--- src/rtl/seg_scroller_param.sv ---
`default_nettype none
// ============================================================================
// Module   : seg_scroller_param
// Purpose  : Scrolling-message engine for the DE2 seven-segment bank.
//            A circular tape (message characters followed by GAP blanks)
//            is shown across NUM_DIGITS digits and advanced one character
//            every TICK_DIV clocks, left or right, with runtime pause.
// Ports    : CLOCK_50     system clock (50 MHz)
//            SW[0]        synchronous active-high reset (not synchronised)
//            SW[1]        direction, 0 = text moves left, 1 = text moves right
//            SW[2]        pause
//            HEX0..HEX7   registered active-low segment outputs
//                         (HEX(NUM_DIGITS-1) leftmost active, HEX0 rightmost)
// Revision : 1.0  initial release
// ============================================================================
module seg_scroller_param #(
  parameter int NUM_DIGITS = 4,
  parameter int MSG_LEN    = 4,
  parameter logic [7*MSG_LEN-1:0] MSG =
    {7'b0001110, 7'b0001100, 7'b0000010, 7'b0001000},
  parameter int GAP        = 4,
  parameter int TICK_DIV   = 50000000
) (
  input  logic       CLOCK_50,
  input  logic [2:0] SW,
  output logic [6:0] HEX0,
  output logic [6:0] HEX1,
  output logic [6:0] HEX2,
  output logic [6:0] HEX3,
  output logic [6:0] HEX4,
  output logic [6:0] HEX5,
  output logic [6:0] HEX6,
  output logic [6:0] HEX7
);

  localparam int TAPE_LEN = MSG_LEN + GAP;
  localparam int POS_W    = (TAPE_LEN > 1) ? $clog2(TAPE_LEN) : 1;
  localparam int CNT_W    = $clog2(TICK_DIV);

  localparam logic [6:0]       BLANK    = 7'b1111111;
  localparam logic [POS_W-1:0] POS_LAST = POS_W'(TAPE_LEN - 1);
  localparam logic [POS_W:0]   LEN_EXT  = (POS_W+1)'(TAPE_LEN);
  localparam logic [CNT_W-1:0] CNT_LAST = CNT_W'(TICK_DIV - 1);

  localparam logic [1:0] ST_START = 2'd0;
  localparam logic [1:0] ST_RUN   = 2'd1;
  localparam logic [1:0] ST_HOLD  = 2'd2;

  logic clk;
  logic rst;
  assign clk = CLOCK_50;
  assign rst = SW[0];

  // Tape contents: message characters (character 0 in the MSB slice)
  // followed by GAP blank characters.
  logic [6:0] tape [TAPE_LEN];

  for (genvar i = 0; i < TAPE_LEN; i++) begin : g_tape
    if (i < MSG_LEN) begin : g_msg
      assign tape[i] = MSG[7*(MSG_LEN-1-i) +: 7];
    end else begin : g_gap
      assign tape[i] = BLANK;
    end
  end

  // State
  logic [1:0]       state_q,    state_d;
  logic             from_run_q, from_run_d;  // HOLD origin: 1 = RUN, 0 = START
  logic [POS_W-1:0] pos_q,      pos_d;
  logic [CNT_W-1:0] cnt_q,      cnt_d;
  logic             dir_s1_q,   dir_s1_d;
  logic             dir_s2_q,   dir_s2_d;
  logic             pause_s1_q, pause_s1_d;
  logic             pause_s2_q, pause_s2_d;
  logic [6:0]       hex_q [8];
  logic [6:0]       hex_d [8];

  logic             tick;
  logic [1:0]       active_state;
  logic             show_d;
  logic [POS_W:0]   idx;

  // Two-flop synchronisers for direction and pause.
  always_comb begin
    dir_s1_d   = SW[1];
    dir_s2_d   = dir_s1_q;
    pause_s1_d = SW[2];
    pause_s2_d = pause_s1_q;
  end

  // Control: tick generation, state and position update.
  always_comb begin
    state_d      = state_q;
    from_run_d   = from_run_q;
    pos_d        = pos_q;
    cnt_d        = cnt_q;
    tick         = (cnt_q == CNT_LAST) && !pause_s2_q;

    // While holding, behave as the state that was paused.
    case (state_q)
      ST_RUN:  active_state = ST_RUN;
      ST_HOLD: active_state = from_run_q ? ST_RUN : ST_START;
      default: active_state = ST_START;
    endcase

    if (pause_s2_q) begin
      // Pause wins over a coincident tick: counter and position frozen.
      if (state_q != ST_HOLD) begin
        from_run_d = (active_state == ST_RUN);
        state_d    = ST_HOLD;
      end
    end else begin
      state_d = active_state;
      cnt_d   = tick ? '0 : cnt_q + 1'b1;
      if (tick) begin
        if (active_state == ST_START) begin
          state_d = ST_RUN;
          pos_d   = '0;
        end else if (dir_s2_q) begin
          pos_d = (pos_q == '0) ? POS_LAST : pos_q - 1'b1;
        end else begin
          pos_d = (pos_q == POS_LAST) ? '0 : pos_q + 1'b1;
        end
      end
    end
  end

  // Display is computed from next-state values so it changes on the same
  // edge as the position.
  always_comb begin
    show_d = (state_d == ST_RUN) || ((state_d == ST_HOLD) && from_run_d);
    idx    = '0;
    for (int k = 0; k < 8; k++) begin
      hex_d[k] = BLANK;
      if ((k < NUM_DIGITS) && show_d) begin
        // Per-digit offset is a constant; one conditional subtract wraps it.
        idx = {1'b0, pos_d} + (POS_W+1)'((NUM_DIGITS - 1 - k) % TAPE_LEN);
        if (idx >= LEN_EXT) begin
          idx = idx - LEN_EXT;
        end
        hex_d[k] = tape[idx[POS_W-1:0]];
      end
    end
  end

  always_ff @(posedge clk) begin
    if (rst) begin
      state_q    <= ST_START;
      from_run_q <= 1'b0;
      pos_q      <= '0;
      cnt_q      <= '0;
      dir_s1_q   <= 1'b0;
      dir_s2_q   <= 1'b0;
      pause_s1_q <= 1'b0;
      pause_s2_q <= 1'b0;
      for (int k = 0; k < 8; k++) begin
        hex_q[k] <= BLANK;
      end
    end else begin
      state_q    <= state_d;
      from_run_q <= from_run_d;
      pos_q      <= pos_d;
      cnt_q      <= cnt_d;
      dir_s1_q   <= dir_s1_d;
      dir_s2_q   <= dir_s2_d;
      pause_s1_q <= pause_s1_d;
      pause_s2_q <= pause_s2_d;
      hex_q      <= hex_d;
    end
  end

  assign HEX0 = hex_q[0];
  assign HEX1 = hex_q[1];
  assign HEX2 = hex_q[2];
  assign HEX3 = hex_q[3];
  assign HEX4 = hex_q[4];
  assign HEX5 = hex_q[5];
  assign HEX6 = hex_q[6];
  assign HEX7 = hex_q[7];

endmodule
`default_nettype wire
--- config.mk ---
export PLATFORM = sky130hd
export DESIGN_NAME = seg_scroller_param
export DESIGN_NICKNAME = d
export VERILOG_FILES = /design/src/rtl/seg_scroller_param.sv
export SDC_FILE = /design/constraint.sdc
export NUM_CORES = 1
export LEC_CHECK = 0
export BUFFER_PORTS_ARGS = -buffer_cell sky130_fd_sc_hd__buf_2
export CAP_MARGIN = 40
export CORE_ASPECT_RATIO = 0.5
export CORE_MARGIN = 2
export CORE_UTILIZATION = 50
export DETAILED_ROUTE_END_ITERATION = 8
export PLACE_DENSITY = 0.75
export SYNTH_ARGS = -nofsm -noshare
export SYNTH_HDL_FRONTEND = slang
export SYNTH_SLANG_ARGS = --single-unit
--- constraint.sdc ---
create_clock -name CLOCK_50 -period 6 [get_ports CLOCK_50]
set_input_delay 0.3 -clock CLOCK_50 [delete_from_list [all_inputs] [get_ports CLOCK_50]]
set_output_delay 0.3 -clock CLOCK_50 [all_outputs]
set_load 0.005 [all_outputs]
# == After elaboration in Yosys (flattened, before gate mapping) ==
# Memory sizes are Yosys's and may differ from the RTL's. A register that Yosys moved wholly into a read port is not among the register bits.
# Index checks and enable logic that the tools add are counted.
# word_totals
register_bits,64
latch_bits,0
ramBits,0
rom_bits,224
input_bits,4
out_inout_bits,56
elab_cells,73
memories,4
# op_classes
n_addsub,10
multipliers,0
n_div,0
magnitude_cmp,4
eq_ne,8
shifts,0
n_mux,23
n_bitwise,5
reduce_logical,7
# mem_list
memory,depth,word_bits,read_ports,rd_clocked_by_memory_dff,wr,line_no,source
(name not given),8,7,1,1,0,141,hex_d[k] = tape[idx[POS_W-1:0]];
(name not given),8,7,1,1,0,141,
(name not given),8,7,1,1,0,141,
(name not given),8,7,1,1,0,141,
# op_table
operator,n
3-bit two-way mux,14
"26-bit by 1-bit adder with 26-bit output, second input constant",1
"26-bit == test, second input constant",1
26-bit two-way mux,1
3-bit inverter with 4-bit output,4
"3-bit by 1-bit subtractor with 3-bit output, second input constant",5
"4-bit greater-or-equal comparator, second input constant",3
"3-bit by 2-bit adder with 4-bit output, second input constant",2
2-bit two-way mux,4
"2-bit by 1-bit == test with 1-bit output, second input constant",3
"3-bit by 1-bit adder with 4-bit output, second input constant",1
"2-bit == test, second input constant",2
"3-bit by 4-bit greater-or-equal comparator with 1-bit output, second input constant",1
"3-bit by 1-bit adder with 3-bit output, second input constant",1
"3-bit == test, second input constant",1
3-bit logical NOT,1
1-bit two-way mux,3
1-bit logical AND,2
2-bit logical NOT,1
"2-bit != test, second input constant",1
1-bit case mux with 2 select lines,1
2-bit OR reduction,1
1-bit logical NOT,1
1-bit logical OR,1
1-bit inverter,1

# == Longest topological paths before layout ==
# depth
ltp_word,11
depth_mapped,11

# == Worst setup path before layout ==
# Ideal clock, no wire load.
# synth_path
path_type,reg2reg
from,register state_q[0]
to,"register hex_q, in the netlist HEX0[3]"
setup_ns,0.139
t_arrival_ns,2.086
t_required_ns,5.861
path_slack_ns,3.775
stages_incl_launch_ff,11
path_buffers,0
path_cell_list,dfxtp_1 > inv_1 > ha_1 > or2_2 > nor3_1 > o21a_1 > a31o_2 > inv_1 > ha_1 > xor2_1 > nand4b_1
# synth_via
elab_chain_cells,11
# synth_lines
element,line_no,source
start: declaration,67,"logic [1:0] state_q, state_d;"
start signal: assignment,160,state_q <= state_d;
2-bit == test / 2-bit by 1-bit == test with 1-bit output (equally long branches),100,case (state_q)
1-bit case mux with 2 select lines *,100,
2-bit logical NOT *,116,if (active_state == ST_START) begin
3-bit two-way mux *,116,
3-bit two-way mux *,115,if (tick) begin
3-bit two-way mux *,106,if (pause_s2_q) begin
via pos_d[0],69,"logic [POS_W-1:0] pos_q, pos_d;"
3-bit by 2-bit adder with 4-bit output *,137,"idx = {1'b0, pos_d} + (POS_W+1)'((NUM_DIGITS - 1 - k) % TAPE_LEN);"
4-bit greater-or-equal comparator / 3-bit by 1-bit subtractor with 3-bit output (equally long branches),"138, 139",
3-bit two-way mux *,138,if (idx >= LEN_EXT) begin
3-bit two-way mux *,135,if ((k < NUM_DIGITS) && show_d) begin
3-bit inverter with 4-bit output (not written as such) *,141,
end: declaration,75,logic [6:0] hex_q [8];
# Mark *: on every way through the listed nets, which the timed path passes. The rest lies on a longest branch. The select of a mux whose other input is x is not followed.
# A chain may end at the register's enable or synchronous reset.

# == Worst setup path in the final report ==
# Same ends and word-level chain as after synthesis.

==> key figures <==
STA
  – Slew @ Worst Pin: 0.855 ns
  – Worst Setup Slack, final: 3.45 ns
  – TNS Setup: 0 ns
  – Final min period: between 2 and 3 ns
  – Hold Vio Cnt, Final: 0
  – Max Fclk: 391 MHz
  – Clock Skew: 0.0105 ns
  – Period utilization: a little over two fifths
  – Slew Limit Fails: 0
  – Final setup violation count: 0
  – RSZ-0062 raised after global routing: false
  – Slew headroom: 43.0%

Status
  – Status: completed

Clocking
  – Post-CTS setup buffers: 0
  – CTS Sinks: 52
  – Worst-path clk slew: 0.10 ns
  – Root Buffer: clkbuf_8
  – Worst-skew pair later-pin latency: 0.32 ns
  – Number of CTS-inserted buffers: 5
  – H-tree levels: 2
  – CTS max path bufs: 2
  – CTS resizes: 0
  – CTS tree: yes
  – CTS Hold Bufs: 0

Worst setup path
  – WP data required: 6.19 ns
  – WS Path Type: flip-flop to flip-flop
  – Reg2reg setup slack: between 3 and 4 ns
  – Worst r2r dst: HEX0[3]
  – Crit-path cells: inv_1, ha_1, a21oi_1, or2_2, nor3_1, o21a_1, a31o_2, inv_1, ha_1, xor2_1, nand4b_1
  – Endpoint class of the critical path: flip-flop
  – CP startpoint kind: flip-flop
  – CP Buf/Inv Count: 2
  – Data arrival, critical path: 2.74 ns
  – Reg2reg start: state_q[0]
  – Top cell family by delay on the critical path: compound AO/OA/AOI/OAI gates
  – Register-to-Register Path Depth: 11
  – CP max-delay cell: dfxtp_1
  – Crit Path Max Fanout: 7
  – Max incr delay on CP: 0.41 ns

Floorplan
  – Rows: 18
  – Height of the die: about 54 um
  – Die outline area: 0.00567 mm2
  – Initial core utilization: 51.7%
  – Core Region: 0.00489 mm2
  – Die width: approximately 100 um
  – # IOs: 60

Synth
  – Asr flop ratio synth: 0%
  – Avg Cell Area, Syn: 8.83 um2
  – Commonest register cell after synthesis: dfxtp_1
  – EDFF count, synth: 0
  – Count of different cell masters after synthesis: 44
  – Syn Std Cell Area: 0.00253 mm2
  – Seq/Total Area, Yosys: 41.2%
  – Syn. warnings: 0
  – Cell count after synthesis: 286
  – #FFs+latches synth: 52

Detailed routing
  – Via density: 4.84
  – Routed WL per cell: 11.5 um
  – Initial DRT Pass Iterations: 4
  – Initial DRC Count: 53
  – Vias: 1814
  – Total wire length: 4300 um
  – DR DRC count: 0
  – Antenna viol nets, final: 0

Worst hold path
  – Worst min path class: primary input to flip-flop
  – Hold path cells: 2
  – WHS Endpoint: dir_s1_q
  – Hold path startpoint: SW[1]

Global routing
  – Vias in the first global route: between 1500 and 2000
  – First-pass GRT wire length: 7050 um
  – Gr ovfl total: 0
  – GRT Total Usage: between 10% and 20%
  – Initial antenna violation count: 0
  – Largest net degree at the start of global routing: 24

Placed design
  – Worst slack, placed: ~3.5 ns
  – Placer Congestion: 0.869
  – Placed Area: 0.00254 mm2
  – HPWL after detailed placement: 3110 um
  – Buffers on Ports: 31

Cells and area
  – Area grow syn2layout: 4.26%
  – Number of antenna diodes: 0
  – Design area: 0.00263 mm2
  – Final core occ: 53.9%
  – Share of cells above drive strength 1: between 15 and 20%
  – Most frequent cells in the layout: dfxtp_1, nor2_1, buf_2
  – Commonest non-fill, non-tap cell in the layout: dfxtp_1
  – NumNets Final: 317

Pwr
  – Pleak: 0.952 nW
  – Worst vdd ir: 0.000106 V
  – Cell Pwr Density: approximately 220 mW/mm2

Flow run
  – Max_cap viols: 0
-- worst register-to-register path: stages, from the launching register on --
cell and delay, ns:
dfxtp_1 0.41, inv_1 0.09, ha_1 0.28, a21oi_1 0.20, or2_2 0.19, nor3_1 0.06
o21a_1 0.19, a31o_2 0.26, inv_1 0.17, ha_1 0.19, xor2_1 0.25, nand4b_1 0.14
-- per-layer routing --
layer / track usage (%) / wire length [um]
met5: 0 / 0
met4: 5.63 / 69
met3: 5.36 / 223
met2: 28.5 / 2020
met1: 18.7 / 1990
-- cell usage after synthesis, types with 2 or more instances --
master	count	area, um2
nand4b_1	2	17.5
or2_2	2	12.5
buf_2	2	10.0
buf_4	40	300
nand2b_1	2	12.5
ha_1	9	113
a21oi_1	8	40.0
or3_1	4	25.0
and3_1	2	12.5
nand2_1	18	67.6
nand3b_1	4	30.0
clkbuf_1	5	18.8
inv_1	11	41.3
nor2b_1	7	43.8
nand3_1	15	75.1
xnor2_1	10	87.6
nor2_1	38	143
a31oi_1	2	12.5
dfxtp_1	52	1040
o21ai_0	5	25.0
xor2_1	16	140
nor3_1	4	20.0
nand4_1	7	43.8
-- cell type report --
type / count / area [um2]
Clock inverter: 3 / 23.8
Timing Repair Buffer: 31 / 155
Inverter: 11 / 41.3
Multi-Input combinational cell: 203 / 1220
Sequential cell: 52 / 1040
Clock buffer: 5 / 68.8
Tap cell: 70 / 87.6
Fill cell: 453 / 2250
-- cells by family after synthesis --
group | share of synthesized area (%)
adder cells (fa/ha/maj) | 4.46
other | 0.148
buffers and inverters | 14.7
flip-flops | 41.2
AND/OR/NAND/NOR | 23.9
XOR/XNOR | 9.66
multiplexers | 0.446
AO/OA/AOI/OAI | 5.50
-- worst max path at each step --
stage | from | to | cells after the start
after detailed placement | cnt_q[0] | HEX0[3] | 10
after floorplan | state_q[0] | HEX0[3] | 10
after global routing | cnt_q[0] | HEX0[3] | 10
after global placement | state_q[0] | HEX0[3] | 10
final | state_q[0] | HEX0[3] | 11
after CTS | state_q[0] | HEX0[3] | 11
-- where the power goes --
part           total [mW]  internal (mW)  switching, mW
Clock               0.203         0.0827          0.120
Combinational      0.0208        0.00689         0.0139
Sequential          0.353          0.349        0.00364
Total               0.576          0.439          0.138
-- registers in the layout, indices dropped and copies added, names as in the netlist --
register	count
cnt_q	26
HEX2	4
pause_s2_q	1
HEX1	4
state_q	2
dir_s2_q	1
pos_q	3
HEX0	4
pause_s1_q	1
from_run_q	1
HEX3	4
dir_s1_q	1
-- stage by stage --
| stage | hold slack [ns] | power [mW] | cells |
|---|---|---|---|
| 2_1_floorplan | 0.372 | 0.389 | 313 |
| 3_3_place_gp | 0.425 | 0.380 | 367 |
| 6_report | 0.189 | 0.576 | 375 |
| 4_1_cts | 0.191 | 0.579 | 375 |
| 5_1_grt | 0.212 | 0.603 | 375 |
| 3_5_place_dp | 0.431 | 0.381 | 367 |
Note: power is estimated with default switching activity, not from simulation.
